<file path="config.mk">
export PLATFORM = sky130hd
export DESIGN_NAME = alu_ctrl_mdu
export DESIGN_NICKNAME = d
export VERILOG_FILES = /design/src/rtl/alu_pkg.sv /design/src/rtl/mdu_iter.sv /design/src/rtl/alu_ctrl_mdu.sv
export SDC_FILE = /design/constraint.sdc
export NUM_CORES = 1
export LEC_CHECK = 0
export ABC_AREA = 1
export ABC_CLOCK_PERIOD_IN_PS = 5700
export CELL_PAD_IN_SITES_DETAIL_PLACEMENT = 1
export CELL_PAD_IN_SITES_GLOBAL_PLACEMENT = 1
export CORE_UTILIZATION = 40
export DETAILED_ROUTE_END_ITERATION = 8
export GPL_ROUTABILITY_DRIVEN = 0
export GPL_TIMING_DRIVEN = 0
export PLACE_DENSITY = 0.8
export RECOVER_POWER = 25
export SYNTH_ARGS = -nofsm -noshare
export SYNTH_HDL_FRONTEND = slang
export SYNTH_HIERARCHICAL = 1
export SYNTH_SLANG_ARGS = --single-unit
</file>
<file path="constraint.sdc">
create_clock -name clk -period 5.7 [get_ports clk]
set_input_delay 1.425 -clock clk [delete_from_list [all_inputs] [get_ports clk]]
set_output_delay 1.425 -clock clk [all_outputs]
set_load 0.01 [all_outputs]
</file>
<file path="src/rtl/alu_pkg.sv">
// alu_pkg: shared ALU control codes, ALUOp/funct encodings and MDU state encoding.
// The DIV state exists only when MDU_DIV_EN is defined.
package alu_pkg;
  localparam logic [3:0] ALU_ADD = 4'b0000;
  localparam logic [3:0] ALU_SUB = 4'b0001;
  localparam logic [3:0] ALU_AND = 4'b0010;
  localparam logic [3:0] ALU_OR  = 4'b0011;
  localparam logic [3:0] ALU_SLT = 4'b0100;
  localparam logic [3:0] ALU_BAD = 4'b1111;
  localparam logic [1:0] OP_ADD   = 2'b00;
  localparam logic [1:0] OP_SUB   = 2'b01;
  localparam logic [1:0] OP_RTYPE = 2'b10;
  localparam logic [1:0] OP_AND   = 2'b11;
  localparam logic [5:0] F_ADD   = 6'b100000;
  localparam logic [5:0] F_SUB   = 6'b100010;
  localparam logic [5:0] F_AND   = 6'b100100;
  localparam logic [5:0] F_OR    = 6'b100101;
  localparam logic [5:0] F_SLT   = 6'b101010;
  localparam logic [5:0] F_MULT  = 6'b011000;
  localparam logic [5:0] F_MULTU = 6'b011001;
  localparam logic [5:0] F_DIV   = 6'b011010;
  localparam logic [5:0] F_DIVU  = 6'b011011;
  localparam logic [5:0] F_MFHI  = 6'b010000;
  localparam logic [5:0] F_MFLO  = 6'b010010;
  typedef enum logic [1:0] {
    IDLE,
`ifdef MDU_DIV_EN
    DIV,
`endif
    MUL
  } state_t;
endpackage

</file>
<file path="src/rtl/mdu_iter.sv">
// mdu_iter: 32-step shift-add multiplier / restoring divider datapath with sign fix-up.
// Ports: clk, rst; start latches a/b (div, sgn select op); run advances one step;
// last flags the final step; hi/lo give the fixed-up result of the step now taking place.
module mdu_iter (
  input  logic        clk,
  input  logic        rst,
  input  logic        start,
  input  logic        div,
  input  logic        sgn,
  input  logic        run,
  input  logic [31:0] a,
  input  logic [31:0] b,
  output logic        last,
  output logic [31:0] hi,
  output logic [31:0] lo
);
  logic [63:0] acc, acc_nxt, prod;
  logic [31:0] m, ma, mb;
  logic [32:0] sum, t, diff;
  logic [4:0]  cnt;
  logic        is_div, neg_q, neg_r, zero;
  assign ma = sgn && a[31] ? -a : a;
  assign mb = sgn && b[31] ? -b : b;
  // multiply: {carry, upper+m} shifted right; divide: {rem, quot} shifted left with trial subtract
  assign sum = {1'b0, acc[63:32]} + {1'b0, acc[0] ? m : 32'd0};
  assign t = {acc[63:32], acc[31]};
  assign diff = t - {1'b0, m};
  assign acc_nxt = is_div ? (diff[32] ? {t[31:0], acc[30:0], 1'b0} : {diff[31:0], acc[30:0], 1'b1})
                          : {sum, acc[31:1]};
  assign prod = neg_q ? -acc_nxt : acc_nxt;
  assign last = cnt == 5'd31;
  // divide by zero leaves the raw all-ones quotient, skipping the sign fix
  assign lo = is_div ? (zero ? 32'hFFFF_FFFF : neg_q ? -acc_nxt[31:0] : acc_nxt[31:0]) : prod[31:0];
  assign hi = is_div ? (neg_r ? -acc_nxt[63:32] : acc_nxt[63:32]) : prod[63:32];
  always_ff @(posedge clk) begin
    if (rst) begin
      acc <= '0;
      m <= '0;
      cnt <= '0;
      is_div <= 1'b0;
      neg_q <= 1'b0;
      neg_r <= 1'b0;
      zero <= 1'b0;
    end else if (start) begin
      acc <= {32'd0, div ? ma : mb};
      m <= div ? mb : ma;
      cnt <= '0;
      is_div <= div;
      neg_q <= sgn & (a[31] ^ b[31]);
      neg_r <= sgn & a[31];
      zero <= b == 32'd0;
    end else if (run) begin
      acc <= acc_nxt;
      cnt <= cnt + 5'd1;
    end
  end
endmodule

</file>
<file path="src/rtl/alu_ctrl_mdu.sv">
// alu_ctrl_mdu: ALU control decode plus iterative mult/div unit with HI/LO and pipeline stall.
// Ports: clk, reset (sync, active-high); ALUOp, funct, valid, ReadData1/2 in;
// ALUcontrol, Stall, MDresult, MDsel out. Define MDU_DIV_EN to add div/divu.
module alu_ctrl_mdu
  import alu_pkg::*;
(
  input  logic        clk,
  input  logic        reset,
  input  logic [1:0]  ALUOp,
  input  logic [5:0]  funct,
  input  logic        valid,
  input  logic [31:0] ReadData1,
  input  logic [31:0] ReadData2,
  output logic [3:0]  ALUcontrol,
  output logic        Stall,
  output logic [31:0] MDresult,
  output logic        MDsel
);
  state_t state, state_nxt;
  logic [31:0] hi, lo, it_hi, it_lo;
  logic rtype, is_mul, is_div, is_mv, accept, last;
  assign rtype = valid && ALUOp == OP_RTYPE;
  assign is_mul = funct == F_MULT || funct == F_MULTU;
`ifdef MDU_DIV_EN
  assign is_div = funct == F_DIV || funct == F_DIVU;
`else
  assign is_div = 1'b0;
`endif
  assign is_mv = funct == F_MFHI || funct == F_MFLO;
  assign accept = state == IDLE && rtype && (is_mul || is_div);
  assign Stall = state != IDLE && rtype && (is_mul || is_div || is_mv);
  assign MDsel = rtype && is_mv && !Stall;
  assign MDresult = funct == F_MFLO ? lo : hi;
  always_comb begin
    ALUcontrol = ALUOp == OP_ADD ? ALU_ADD :
                 ALUOp == OP_SUB ? ALU_SUB :
                 ALUOp == OP_AND ? ALU_AND :
                 funct == F_ADD  ? ALU_ADD :
                 funct == F_SUB  ? ALU_SUB :
                 funct == F_AND  ? ALU_AND :
                 funct == F_OR   ? ALU_OR  :
                 funct == F_SLT  ? ALU_SLT : ALU_BAD;
  end
  always_comb begin
    state_nxt = state;
    if (accept)
`ifdef MDU_DIV_EN
      state_nxt = is_div ? DIV : MUL;
`else
      state_nxt = MUL;
`endif
    else if (state != IDLE && last)
      state_nxt = IDLE;
  end
  always_ff @(posedge clk) begin
    state <= reset ? IDLE : state_nxt;
    if (reset) begin
      hi <= '0;
      lo <= '0;
    end else if (state != IDLE && last) begin
      hi <= it_hi;
      lo <= it_lo;
    end
  end
  mdu_iter u_iter (
    .clk(clk),
    .rst(reset),
    .start(accept),
    .div(is_div),
    .sgn(funct == F_MULT || funct == F_DIV),
    .run(state != IDLE),
    .a(ReadData1),
    .b(ReadData2),
    .last(last),
    .hi(it_hi),
    .lo(it_lo)
  );
endmodule

</file>
==> results of run 1 <==
==> where the power goes <==
| part | switching (mW) | internal (mW) |
|---|---|---|
| Combinational | 0.355 | 0.176 |
| Sequential | 0.00465 | 1.19 |
| Clock | 0.585 | 0.602 |
| Total | 0.945 | 1.97 |
==> worst max-delay path, delay by kind of cell, from the launching register on <==
| family | cells | cell delay, ps |
|---|---|---|
| compound gates | 3 | 350 |
| fa+ha+maj | 3 | 870 |
| buf+inv | 4 | 420 |
| flops | 1 | 420 |
| simple gates | 26 | 3170 |
==> flip-flops by register name (all words and copies together) (netlist names) <==
| register | cells |
|---|---|
| hi | 32 |
| u_iter/neg_q | 1 |
| u_iter/acc | 64 |
| u_iter/zero | 1 |
| u_iter/m | 32 |
| state | 1 |
| u_iter/neg_r | 1 |
| u_iter/cnt | 5 |
| lo | 32 |
| u_iter/is_div | 1 |
==> worst paths after layout <==
check | to | slack [ps] | depth (start not counted)
worst max-delay path | hi[16]$_SDFFE_PP0P_ | 350 | 36
worst min-delay path | hi[11]$_SDFFE_PP0P_ | 470 | 2
worst max register to register | hi[16]$_SDFFE_PP0P_ | 350 | 36
worst min register to register | hi[11]$_SDFFE_PP0P_ | 470 | 2
==> what timing repair did <==
item                                    CTS  global route
hold buffers                              0             0
gates resized for setup                   0             4
endpoints found under the setup margin    0            11
==> layer usage <==
metal / GRT usage / wire length (um) / vias to the layer above
met2: 0.554 / 34900 / 821
met5: 0 / 0 / -
met4: 0.153 / 3450 / 0
li1: - / - / 10100
met3: 0.0362 / 4660 / 157
met1: 0.464 / 35400 / 10300
==> final cells by class <==
| cell class | instances | area, um2 | area share |
|---|---|---|---|
| plain buffers | 115 | 576 | 0.0286 |
| clock buffers | 19 | 453 | 0.0225 |
| clock inverters | 13 | 124 | 0.00615 |
| inverters | 542 | 2030 | 0.101 |
| multi-input cells | 2282 | 11700 | 0.581 |
| flip-flops and latches | 170 | 3400 | 0.169 |
| well taps | 585 | 732 | 0.0363 |
| repair buffers | 112 | 1120 | 0.0557 |
==> through the flow <==
| step | cell area, um2 | worst slack, ps |
|---|---|---|
| 3_5_place_dp | 19600 | 202 |
| 3_3_place_gp | 19600 | 371 |
| 4_1_cts | 20200 | 165 |
| 2_1_floorplan | 17700 | 1680 |
| 5_1_grt | 20100 | 30.9 |
| 6_report | 20100 | 349 |
==> kinds of logic (layout without fill, tap and decap cells) <==
| logic type | after synthesis | count (layout) |
|---|---|---|
| compound gates | 603 | 603 |
| xor+xnor | 91 | 91 |
| fa+ha+maj | 72 | 72 |
| buf+inv | 657 | 801 |
| flops | 170 | 170 |
| other cells | 1 | 2 |
| simple gates | 1514 | 1514 |
==> placed cells by master, fill, tap and decap left out, types with 33 or more instances in the layout <==
master,Yosys,routed
sky130_fd_sc_hd__nor3_1,39,39
sky130_fd_sc_hd__ha_1,70,70
sky130_fd_sc_hd__nand2_1,864,864
sky130_fd_sc_hd__nand3_1,182,183
sky130_fd_sc_hd__clkbuf_1,62,64
sky130_fd_sc_hd__o211ai_1,33,33
sky130_fd_sc_hd__nor2_1,321,321
sky130_fd_sc_hd__o21ai_0,210,211
sky130_fd_sc_hd__dfxtp_1,170,170
sky130_fd_sc_hd__clkdlybuf4s50_1,0,111
sky130_fd_sc_hd__inv_1,517,517
sky130_fd_sc_hd__xor2_1,65,65
sky130_fd_sc_hd__a21oi_1,184,183
sky130_fd_sc_hd__o21ai_1,34,33
==> reports/qor.yml, run 1 <==
final_layout:
  diodes: 0
  area_growth_from_synthesis_to_final_layout_pct: 13.7
  nets: 3387
  final.fill_count: 6162
  share_of_cells_above_drive_strength_1: 0.0593
  layout.core_utilization: 0.465
  fin_cells: 3838
clock_network:
  cts_htree_levels: 4
  cts.root.buffer_cell: "sky130_fd_sc_hd__clkbuf_16"
  cts_sinks: 170
  clk_slew_on_worst_s_h_paths_ps: 80
  clock_insertion_delay_worst_skew_ps: 470
  cts_tree: "done"
  post_cts_repair_timing_setup_buffer_count: 0
  ctsLongestPathBuffers: 2
  total_clock_buffers_created_by_cts: 17
global_route:
  grt_pass1_wl_mm: 119
  grt_antenna_before_repair: 0
  grt_max_degree: 18
  grt.total_usage: 0.345
  number_of_global_route_vias_before_repair: 21200
  grt.overflow.total: 0
place:
  hpwl_mm: 66.4
  placed_cells_incl_taps: 3806
  numPortBuffers: 112
sta:
  period_share: 0.939
  fin_hold_ws_ps: 469
  final_hold_viol_count: 0
  slew_headroom: 0.252
  finalSetupViolations: 0
  timing_worst_slew_pin_value_ps: 1110
  finalSetupTns_ps: 0
  fmax_mhz: 187
  rsz0062_at_grt: "false"
  finalClockSkew_ps: 15.5
  final_max_slew_viol_count: 0
  min_period_ps: 5350
yosys:
  yosys.area.top_type: "sky130_fd_sc_hd__dfxtp_1"
  syn_area_um2: 17700
  largest_family_of_logic_cells_by_synthesized_area: "simple AND/OR/NAND/NOR gates"
  synth.yosys.seq_area_share: 0.192
  synth_xor_xnor_area_share: 0.0450
  synth_cell_types: 59
  yosys_most_used_dff: "sky130_fd_sc_hd__dfxtp_1"
  synth_compound_gate_area_share: 0.206
  async_reset_ff_frac: 0
  post_synth_inst_count: 3108
  mean_post_synth_cell_area_um2: 5.70
  yosysWarnings: 6
  synth_top_cells_by_area: "sky130_fd_sc_hd__dfxtp_1 (19%), sky130_fd_sc_hd__nand2_1 (18%), sky130_fd_sc_hd__inv_1 (11%)"
  post_synth_most_frequent_cells: "sky130_fd_sc_hd__nand2_1 (864), sky130_fd_sc_hd__inv_1 (517), sky130_fd_sc_hd__nor2_1 (321)"
  synth_seq_cells: 170
  synth-adder-area-share: 0.0517
  synth_top_area_frac: 0.192
  edff_count_synth: 0
  share_of_synthesized_cell_area_in_and_or_nand_and_nor_gates: 0.358
  post-synth-top-count-cell: "sky130_fd_sc_hd__nand2_1"
  synth.area.mux_share: 0
die:
  floorplan.die_area_um2: 45100
  chipWidth_um: 212
  initial_core_util: 0.409
  top_ports: 113
  fp.coreArea_um2: 43400
  die_height_um: 212
  row_count: 76
route:
  drt-vias-per-instance: 5.57
  drc: 0
  detail_route.wirelength_mm: 78.4
  via_count: 21400
  detailedRoute.firstPassIterationCount: 5
  drt.antenna.violating_nets: 0
  initialDrtViolationCount: 1877
  routedWlPerCell_um: 20.4
critical_path:
  timing.critical_path.to_type: "flop"
  critPathSlowestCell: "sky130_fd_sc_hd__fa_1"
  critical_path.most_common_cell: "sky130_fd_sc_hd__nand2_1"
  worstReg2RegStart: "u_iter/m[0]$_SDFFE_PP0P_"
  timing.critical_path.arrival_ps: 5690
  critPathLaunch: "u_iter/m[0]$_SDFFE_PP0P_"
  crit_required_ps: 6040
  crit_path_max_incr_delay_ps: 470
  timing_worst_setup_path_type: "flop to flop"
  setup.worst_path.start_class: "flop"
  critical_path_peak_fanout: 6
pwr:
  finalPower_mw: 2.91
  power_density_nw_per_um2: 145
  max-vdd-ir-drop_mv: 0.226
  power_leakage_nw: 10.5
status:
  outcome: "finished, final reports clean"
run:
  maxCapViolCount: 0
worst_hold_path:
  hold_class: "flop to flop"
  min_from: "hi[11]$_SDFFE_PP0P_"
Note: power is estimated with default switching activity, not from simulation.
==> run 2, diff against run 1 <==
--- a/config.mk
+++ b/config.mk
@@ -13,6 +13,7 @@
 export DETAILED_ROUTE_END_ITERATION = 8
 export GPL_ROUTABILITY_DRIVEN = 0
 export GPL_TIMING_DRIVEN = 0
+export HOLD_SLACK_MARGIN = 0.05
 export PLACE_DENSITY = 0.8
 export RECOVER_POWER = 25
 export SYNTH_ARGS = -nofsm -noshare
==> results of run 2 <==
Same layout as run 1: the final DEF is identical, and so are final timing and power.
==> run 3, diff against run 2 <==
--- a/config.mk
+++ b/config.mk
@@ -20,3 +20,4 @@
 export SYNTH_HDL_FRONTEND = slang
 export SYNTH_HIERARCHICAL = 1
 export SYNTH_SLANG_ARGS = --single-unit
+export TNS_END_PERCENT = 100
==> results of run 3 <==
Same layout as run 1: the final DEF is identical, and so are final timing and power.
